## config.mk

```make
export PLATFORM = sky130hd
export DESIGN_NAME = scan_display_ctrl
export DESIGN_NICKNAME = d
export VERILOG_FILES = /design/src/rtl/display_pkg.sv /design/src/rtl/seg7_decoder.sv /design/src/rtl/scan_display_ctrl.sv
export SDC_FILE = /design/constraint.sdc
export NUM_CORES = 1
export LEC_CHECK = 0
export ABC_CLOCK_PERIOD_IN_PS = 2400
export CAP_MARGIN = 20
export CELL_PAD_IN_SITES_DETAIL_PLACEMENT = 0
export CELL_PAD_IN_SITES_GLOBAL_PLACEMENT = 2
export CORE_ASPECT_RATIO = 0.6
export CORE_MARGIN = 8
export CORE_UTILIZATION = 33
export CTS_BUF_LIST = sky130_fd_sc_hd__clkbuf_4 sky130_fd_sc_hd__clkbuf_8 sky130_fd_sc_hd__clkbuf_16
export DETAILED_ROUTE_END_ITERATION = 12
export PLACE_DENSITY = 0.84
export SETUP_SLACK_MARGIN = 0.2
export SLEW_MARGIN = 40
export SYNTH_ARGS = -nofsm -noshare
export SYNTH_HDL_FRONTEND = slang
export SYNTH_HIERARCHICAL = 1
export SYNTH_SLANG_ARGS = --single-unit
export TNS_END_PERCENT = 20
```

## constraint.sdc

```tcl
create_clock -name clk -period 2.4 [get_ports clk]
set_clock_uncertainty 0.2 [all_clocks]
set_input_delay 0.48 -clock clk [delete_from_list [all_inputs] [get_ports clk]]
set_output_delay 0.48 -clock clk [all_outputs]
set_load 0.1 [all_outputs]
```

## src/rtl/display_pkg.sv

```systemverilog
// Shared 7-segment definitions: segment type, blank pattern and hex decoder.
// Segment bit order is {a,b,c,d,e,f,g} = bit6..bit0, active-high.
package display_pkg;

   typedef logic [6:0] seg_t;

   // Active-high "nothing lit" pattern; pins carry the inverse.
   localparam seg_t SEG_BLANK = 7'h00;

   function automatic seg_t hex_to_seg(input logic [3:0] hex);
      seg_t seg;
      case (hex)
         4'h0: seg = 7'h7E;
         4'h1: seg = 7'h30;
         4'h2: seg = 7'h6D;
         4'h3: seg = 7'h79;
         4'h4: seg = 7'h33;
         4'h5: seg = 7'h5B;
         4'h6: seg = 7'h5F;
         4'h7: seg = 7'h70;
         4'h8: seg = 7'h7F;
         4'h9: seg = 7'h73;
         4'hA: seg = 7'h77;
         4'hB: seg = 7'h1F;
         4'hC: seg = 7'h0D;
         4'hD: seg = 7'h3D;
         4'hE: seg = 7'h4F;
         default: seg = 7'h47;
      endcase
      return seg;
   endfunction

endpackage

```

## src/rtl/seg7_decoder.sv

```systemverilog
// Combinational hex-to-7-segment decoder (active-high segments).
module seg7_decoder
   import display_pkg::*;
(
   input  logic [3:0] hex_i,
   output seg_t       seg_o
);

   // Pure lookup, no state.
   always_comb begin
      seg_o = hex_to_seg(hex_i);
   end

endmodule

```

## src/rtl/scan_display_ctrl.sv

```systemverilog
// Time-multiplexed N-digit common-anode 7-segment driver with PWM brightness.
// Digits are scanned from NUM_DIGITS-1 (left-most) down to 0. New data is
// staged by 'load' and promoted to the active set only at a frame boundary.
// Optional feature macro: LEADING_ZERO_BLANK_EN (blank leading zero digits).
//
// Handshake: 'load' is a one-cycle strobe with no back-pressure; the inputs
// are sampled on the clock edge where load=1, and 'pending' stays high from
// the cycle after a mid-frame load until the next frame boundary promotes it.
module scan_display_ctrl
   import display_pkg::*;
#(
   parameter int NUM_DIGITS = 4,
   parameter int SLOT_W     = 17,
   parameter int BRIGHT_W   = 3
) (
   input  logic                    clk,
   input  logic                    clear_n,
   input  logic                    load,
   input  logic [4*NUM_DIGITS-1:0] digits,
   input  logic [NUM_DIGITS-1:0]   dps,
   input  logic [NUM_DIGITS-1:0]   enables,
   input  logic [BRIGHT_W-1:0]     brightness,
   output logic [NUM_DIGITS-1:0]   AN,
   output logic [6:0]              C,
   output logic                    DP,
   output logic                    frame_start,
   output logic                    pending
);

   localparam int             SW        = (NUM_DIGITS > 1) ? $clog2(NUM_DIGITS) : 1;
   localparam logic [SW-1:0]  SLOT_LAST = SW'(NUM_DIGITS - 1);

   logic [SLOT_W-1:0]       tick_q, tick_d;
   logic [SW-1:0]           slot_q, slot_d;
   logic                    tick_wrap, boundary;

   logic [4*NUM_DIGITS-1:0] stg_dig_q, stg_dig_d, act_dig_q, act_dig_d;
   logic [NUM_DIGITS-1:0]   stg_dp_q, stg_dp_d, act_dp_q, act_dp_d;
   logic [NUM_DIGITS-1:0]   stg_en_q, stg_en_d, act_en_q, act_en_d;
   logic                    pending_q, pending_d;

   logic [NUM_DIGITS-1:0]   blank;
   logic [SW+1:0]           dig_base;
   logic [3:0]              cur_dig;
   seg_t                    cur_seg;
   logic                    duty_on, lit;

   logic [NUM_DIGITS-1:0]   an_q, an_d;
   logic [6:0]              c_q, c_d;
   logic                    dp_q, dp_d;

   // Scan counters: tick runs every cycle, slot steps down on tick wrap.
   always_comb begin
      tick_wrap = (tick_q == {SLOT_W{1'b1}});
      boundary  = tick_wrap && (slot_q == '0);
      tick_d    = tick_q + 1'b1;
      slot_d    = slot_q;
      if (tick_wrap) begin
         slot_d = (slot_q == '0) ? SLOT_LAST : slot_q - 1'b1;
      end
   end

   // Staging/active update: a load on the boundary goes straight to active.
   always_comb begin
      stg_dig_d = stg_dig_q;
      stg_dp_d  = stg_dp_q;
      stg_en_d  = stg_en_q;
      act_dig_d = act_dig_q;
      act_dp_d  = act_dp_q;
      act_en_d  = act_en_q;
      pending_d = pending_q;
      if (load && boundary) begin
         act_dig_d = digits;
         act_dp_d  = dps;
         act_en_d  = enables;
         pending_d = 1'b0;
      end else if (load) begin
         stg_dig_d = digits;
         stg_dp_d  = dps;
         stg_en_d  = enables;
         pending_d = 1'b1;
      end else if (boundary && pending_q) begin
         act_dig_d = stg_dig_q;
         act_dp_d  = stg_dp_q;
         act_en_d  = stg_en_q;
         pending_d = 1'b0;
      end
   end

`ifdef LEADING_ZERO_BLANK_EN
   // Leading-zero mask from the active set; active only moves at frame
   // boundaries, so the mask is stable for the whole frame.
   always_comb begin
      logic higher;
      blank  = '0;
      higher = 1'b1;
      for (int i = NUM_DIGITS - 1; i >= 1; i--) begin
         if (higher && (act_dig_q[4*i +: 4] == 4'h0) && !act_dp_q[i]) begin
            blank[i] = 1'b1;
         end else begin
            higher = 1'b0;
         end
      end
   end
`else
   // No leading-zero suppression: every enabled digit is shown.
   always_comb begin
      blank = '0;
   end
`endif

   seg7_decoder u_dec (
      .hex_i (cur_dig),
      .seg_o (cur_seg)
   );

   // Pin values for the current (slot, tick); brightness is compared live.
   always_comb begin
      dig_base = {slot_q, 2'b00};
      cur_dig  = act_dig_q[dig_base +: 4];
      duty_on  = (tick_q[SLOT_W-1 -: BRIGHT_W] < brightness);
      lit      = act_en_q[slot_q] && !blank[slot_q] && duty_on;
      an_d     = '1;
      c_d      = ~SEG_BLANK;
      dp_d     = 1'b1;
      if (lit) begin
         an_d[slot_q] = 1'b0;
         c_d          = ~cur_seg;
         dp_d         = ~act_dp_q[slot_q];
      end
   end

   // State and registered pins; reset darkens the display immediately.
   always_ff @(posedge clk or negedge clear_n) begin
      if (!clear_n) begin
         tick_q    <= '0;
         slot_q    <= SLOT_LAST;
         stg_dig_q <= '0;
         stg_dp_q  <= '0;
         stg_en_q  <= '0;
         act_dig_q <= '0;
         act_dp_q  <= '0;
         act_en_q  <= '0;
         pending_q <= 1'b0;
         an_q      <= '1;
         c_q       <= 7'h7F;
         dp_q      <= 1'b1;
      end else begin
         tick_q    <= tick_d;
         slot_q    <= slot_d;
         stg_dig_q <= stg_dig_d;
         stg_dp_q  <= stg_dp_d;
         stg_en_q  <= stg_en_d;
         act_dig_q <= act_dig_d;
         act_dp_q  <= act_dp_d;
         act_en_q  <= act_en_d;
         pending_q <= pending_d;
         an_q      <= an_d;
         c_q       <= c_d;
         dp_q      <= dp_d;
      end
   end

   assign AN          = an_q;
   assign C           = c_q;
   assign DP          = dp_q;
   assign frame_start = boundary;
   assign pending     = pending_q;

endmodule

```

==> implementation parameters <==
Parameter                              Value

Synthesis
  Largest area contributor in the synthesized netlist    sky130_fd_sc_hd__dfrtp_1
  Post-Synthesis Cells    approximately 320
  Post-synth design cell area    3690 um^2
  Share of the yosys chip area belonging to registers    a little over half
  Library cells used by synthesis    39
  Syn_area_per_cell    11.6 um^2
  YS warnings    6
  Most area-consuming cells after synthesis    sky130_fd_sc_hd__dfrtp_1 (45%), sky130_fd_sc_hd__dfstp_2 (10%), sky130_fd_sc_hd__mux2_2 (7.3%)
  Top cell type's share of synthesized area    ~45%
  Flip-flop and latch count after synthesis    80
  Synthesized Nets    363

Setup path
  Arrival time of the worst setup path    around 1.9 ns
  Endpoint class of the critical path    output port
  Category of cells accounting for the largest share of critical-path delay    simple AND/OR/NAND/NOR gates
  Buf+Inv Stages, Crit Path    1
  Slowest cell on the critical path    sky130_fd_sc_hd__dfrtp_1
  Worst Reg-to-Reg Cells    8
  Highest net fanout along the worst path    4
  Endpoint required time on the critical path    around 1.7 ns
  Classification of the worst setup path    register to output port
  Max incr delay on CP    between 0.3 and 0.4 ns
  FF-to-FF setup slack    ~0.090 ns
  End of the worst register-to-register path    C[5]
  List of cells traversed by the critical path    ha_2, nand4_1, nor4_2, ha_2, and2_4, buf_12
  Crit-path most repeated cell    sky130_fd_sc_hd__ha_2
  Startpoint type of the worst setup path    register
  Worst reg2reg path startpoint    slot_q[0]

Power and ir drop
  Peak supply drop    about 0.35 mV
  Fraction of power spent switching nets    around 22%
  Total internal power    ~2.4 mW
  Cell Pwr Density    599 nW/um^2
  Clock power frac    between 40% and 50%
  Leakage power figure    approximately 2.2 nW
  Share of power burned in combinational logic    7.3%
  Sequential power share    a little under half
  Sw power    roughly 680 uW

Global routing
  Overflow left after global routing    0
  Wire length of the first global-routing pass    roughly 14 mm
  Initial antenna violation count    0
  GRT Util Overall    12.1%
  Largest net degree at the start of global routing    between 40 and 50
  Number of global-route vias before repair    roughly 2.7k

Floorplan
  Number of ports placed on the die boundary    between 40 and 50
  Core Box Area    about 11000 um^2
  Die Ht    approximately 100 um
  Total die area    approximately 15000 um^2
  Effective utilization at floorplan    approximately 33%
  Die extent in x    152 um
  Row count    30

Cells and area
  Fraction of layout cells with a size suffix above 1    34.9%
  Number of antenna cells inserted    0
  Number of nets at the end of the flow    between 400 and 500
  Filler cell count    a little over 1k
  Layout overhead on the synthesized area    37.7%
  Area of the multi-input gates    ~1700 um^2
  Storage element area    between 2000 and 2500 um^2

Clock network
  Clock Pin Slew Worst Setup and Hold Paths    about 0.06 ns
  Clock Tree Buf Depth    2
  Sinks on Clock Net    80
  Maximum level of the CTS H-tree    3
  Clock Root Buffer    sky130_fd_sc_hd__clkbuf_16
  CTS Buf Count    9
  Clock tree from TritonCTS    built
  Clk_lat worst skew    around 0.34 ns

Place
  Final RePlAce weighted congestion    between 0.7 and 0.8
  Estimated wirelength of the detail-placed design    5.72 mm
  Post-Place Setup Slack    0.0828 ns
  Count of buffers from port buffering    43

Timing
  Worst Setup Slack, final    -0.128 ns
  Number of pins exceeding their max-slew limit in the final report    0
  Shortest clock period the worst path allows after layout    about 2.5 ns
  Achievable clock frequency    around 400 MHz
  Min Hold Slack    ~0.25 ns
  Final number of setup-violating endpoints    1
  Period Utilization, post-route    105%
  Worst Tran Pin Value    0.517 ns
  Setup repair after global routing missed its margin    yes
  Total negative slack    -0.128 ns
  Final Hold Viols    0
  Slew margin rel.    approximately two thirds

Routing
  Drt first-iter violations    about 140
  Vias post-DR    2598
  Via density    approximately 4.8
  Routed wire length per instance    16.9 um
  Routed Wire Length    9.07 mm
  Post-detailed-route count of antenna-violating nets    0
  Iteration count of the initial detailed-routing pass    4
  Residual DRC count    0

Run status
  Status    complete, but fails checks
  Violations in the final reports    setup timing

Job
  Number of maximum-capacitance violations    0

Hold path
  Hold-critical path endpoint    tick_q[0]
  Worst Min Path Start    tick_q[0]
  Cells on Worst Hold Path    1
  Hold/Removal Path Class    register to register
through the flow:
stage / cells / area, um^2 / utilization (%) / total power [mW]
floorplan: 318 / 3710 / - / 1.51
global placement: 502 / 4330 / 39.0 / 1.62
detailed placement: 502 / 4330 / 39.0 / 1.62
CTS: 525 / 4790 / 43.1 / 3.04
global route: 536 / 5080 / 45.7 / 3.16
finish: 536 / 5080 / 45.7 / 3.04
cells by family after synthesis:
kind of cell    share of synthesized area (%)
simple gates                             10.7
flops                                    54.8
compound gates                           10.1
mux                                      11.9
buf+inv                                  4.04
fa+ha+maj                                5.09
xor+xnor                                 3.33
layout make-up:
| class | count | area share, % |
|---|---|---|
| sequential | 80 | 39.8 |
| multi-input combinational | 208 | 34.4 |
| timing repair buffer | 75 | 15.2 |
| clock buffer | 10 | 4.71 |
| tap | 144 | 3.55 |
| clock inverter | 6 | 1.33 |
| inverter | 13 | 1.01 |
worst max-delay path by stage:
stage                         start  slack, ns  cells past startpoint            end
after floorplan           tick_q[0]       0.08                      8  stg_dig_q[10]
after global placement    tick_q[0]       0.09                      6    frame_start
after detailed placement  slot_q[0]       0.08                      7           C[5]
after CTS                 tick_q[0]      -0.19                      6    frame_start
after global routing      tick_q[1]      -0.22                      6    frame_start
final                     tick_q[1]      -0.13                      6    frame_start
sequential cells by signal, indices dropped and copies added (netlist names):
register and count:
tick_q 17, act_dig_q 16, stg_dig_q 16, C 7
AN 4, act_dp_q 4, act_en_q 4, stg_dp_q 4
stg_en_q 4, slot_q 2, DP 1, pending 1
cell usage after synthesis:
library cell,count
sky130_fd_sc_hd__mux2_4,1
sky130_fd_sc_hd__ha_1,15
sky130_fd_sc_hd__nand3_1,4
sky130_fd_sc_hd__xor2_1,7
sky130_fd_sc_hd__nor2b_1,3
sky130_fd_sc_hd__nor4_1,5
sky130_fd_sc_hd__nand4_2,1
sky130_fd_sc_hd__o32a_1,1
sky130_fd_sc_hd__o22ai_1,24
sky130_fd_sc_hd__mux4_1,5
sky130_fd_sc_hd__and2_1,1
sky130_fd_sc_hd__nand4_1,4
sky130_fd_sc_hd__a21o_1,1
sky130_fd_sc_hd__xnor2_1,7
sky130_fd_sc_hd__a22oi_1,2
sky130_fd_sc_hd__and2b_1,1
sky130_fd_sc_hd__o211a_1,1
sky130_fd_sc_hd__and3_1,2
sky130_fd_sc_hd__clkbuf_1,8
sky130_fd_sc_hd__nor3b_1,2
sky130_fd_sc_hd__nor3_1,4
sky130_fd_sc_hd__buf_6,2
sky130_fd_sc_hd__inv_1,12
sky130_fd_sc_hd__buf_2,2
sky130_fd_sc_hd__clkinv_1,1
sky130_fd_sc_hd__nand2_1,44
sky130_fd_sc_hd__dfstp_2,14
sky130_fd_sc_hd__o211ai_1,1
sky130_fd_sc_hd__o21a_1,1
sky130_fd_sc_hd__o21ai_0,26
sky130_fd_sc_hd__dfrtp_1,66
sky130_fd_sc_hd__and4_1,1
sky130_fd_sc_hd__mux4_2,1
sky130_fd_sc_hd__buf_4,5
sky130_fd_sc_hd__mux2_2,24
sky130_fd_sc_hd__nor2_4,1
sky130_fd_sc_hd__a21oi_1,6
sky130_fd_sc_hd__o21ai_1,1
sky130_fd_sc_hd__nor2_1,11
what timing repair did:
item,in CTS,in global routing
gates cloned,1,2
setup endpoints to repair,36,61
gates resized for setup,22,72
pin swaps,6,22
setup buffers,5,9
endpoints found under the hold margin,25,0
hold buffers,1,0
layer usage:
layer  part of all wire, %  GRT usage, %  vias up  routed length (um)
met4                   1.1          3.86        0                 103
met5                     0             0        -                   0
li1                      -             -     1264                   -
met2                    40          16.5       42                3660
met1                    54          17.2     1284                4930
met3                   4.2          4.37        8                 381
power by group through the flow:
stage	combinational, mW	sequential [mW]	clock [mW]
after CTS	0.192	1.41	1.44
after global placement	0.185	1.43	0
after detailed placement	0.190	1.43	0
after floorplan	0.0825	1.43	0
final	0.222	1.41	1.41
after global routing	0.243	1.42	1.50
cells in the final DEF (no fill, tap or decap), types with 2 or more instances in the layout:
cell	synthesis	routed
sky130_fd_sc_hd__nor3b_1	2	2
sky130_fd_sc_hd__clkinvlp_4	0	2
sky130_fd_sc_hd__nor2_1	11	9
sky130_fd_sc_hd__nand4_1	4	4
sky130_fd_sc_hd__a21oi_2	0	2
sky130_fd_sc_hd__nor3_1	4	3
sky130_fd_sc_hd__nor2_4	1	2
sky130_fd_sc_hd__buf_6	2	6
sky130_fd_sc_hd__o22ai_1	24	23
sky130_fd_sc_hd__nand2_2	0	2
sky130_fd_sc_hd__o21ai_1	1	25
sky130_fd_sc_hd__mux2_4	1	25
sky130_fd_sc_hd__nand2_1	44	42
sky130_fd_sc_hd__ha_2	0	4
sky130_fd_sc_hd__o21ai_0	26	2
sky130_fd_sc_hd__a21oi_1	6	4
sky130_fd_sc_hd__xor2_1	7	7
sky130_fd_sc_hd__dfstp_2	14	14
sky130_fd_sc_hd__xnor2_1	7	7
sky130_fd_sc_hd__ha_4	0	5
sky130_fd_sc_hd__dfrtp_1	66	66
sky130_fd_sc_hd__mux4_2	1	5
sky130_fd_sc_hd__clkbuf_16	0	12
sky130_fd_sc_hd__inv_2	0	2
sky130_fd_sc_hd__buf_4	5	31
sky130_fd_sc_hd__nor4_1	5	4
sky130_fd_sc_hd__buf_12	0	5
sky130_fd_sc_hd__nor2b_4	0	2
sky130_fd_sc_hd__inv_1	12	9
sky130_fd_sc_hd__ha_1	15	6
sky130_fd_sc_hd__clkdlybuf4s50_1	0	28
sky130_fd_sc_hd__and3_4	0	2
sky130_fd_sc_hd__nand3_1	4	4
Power figures use the tool's default switching activity.
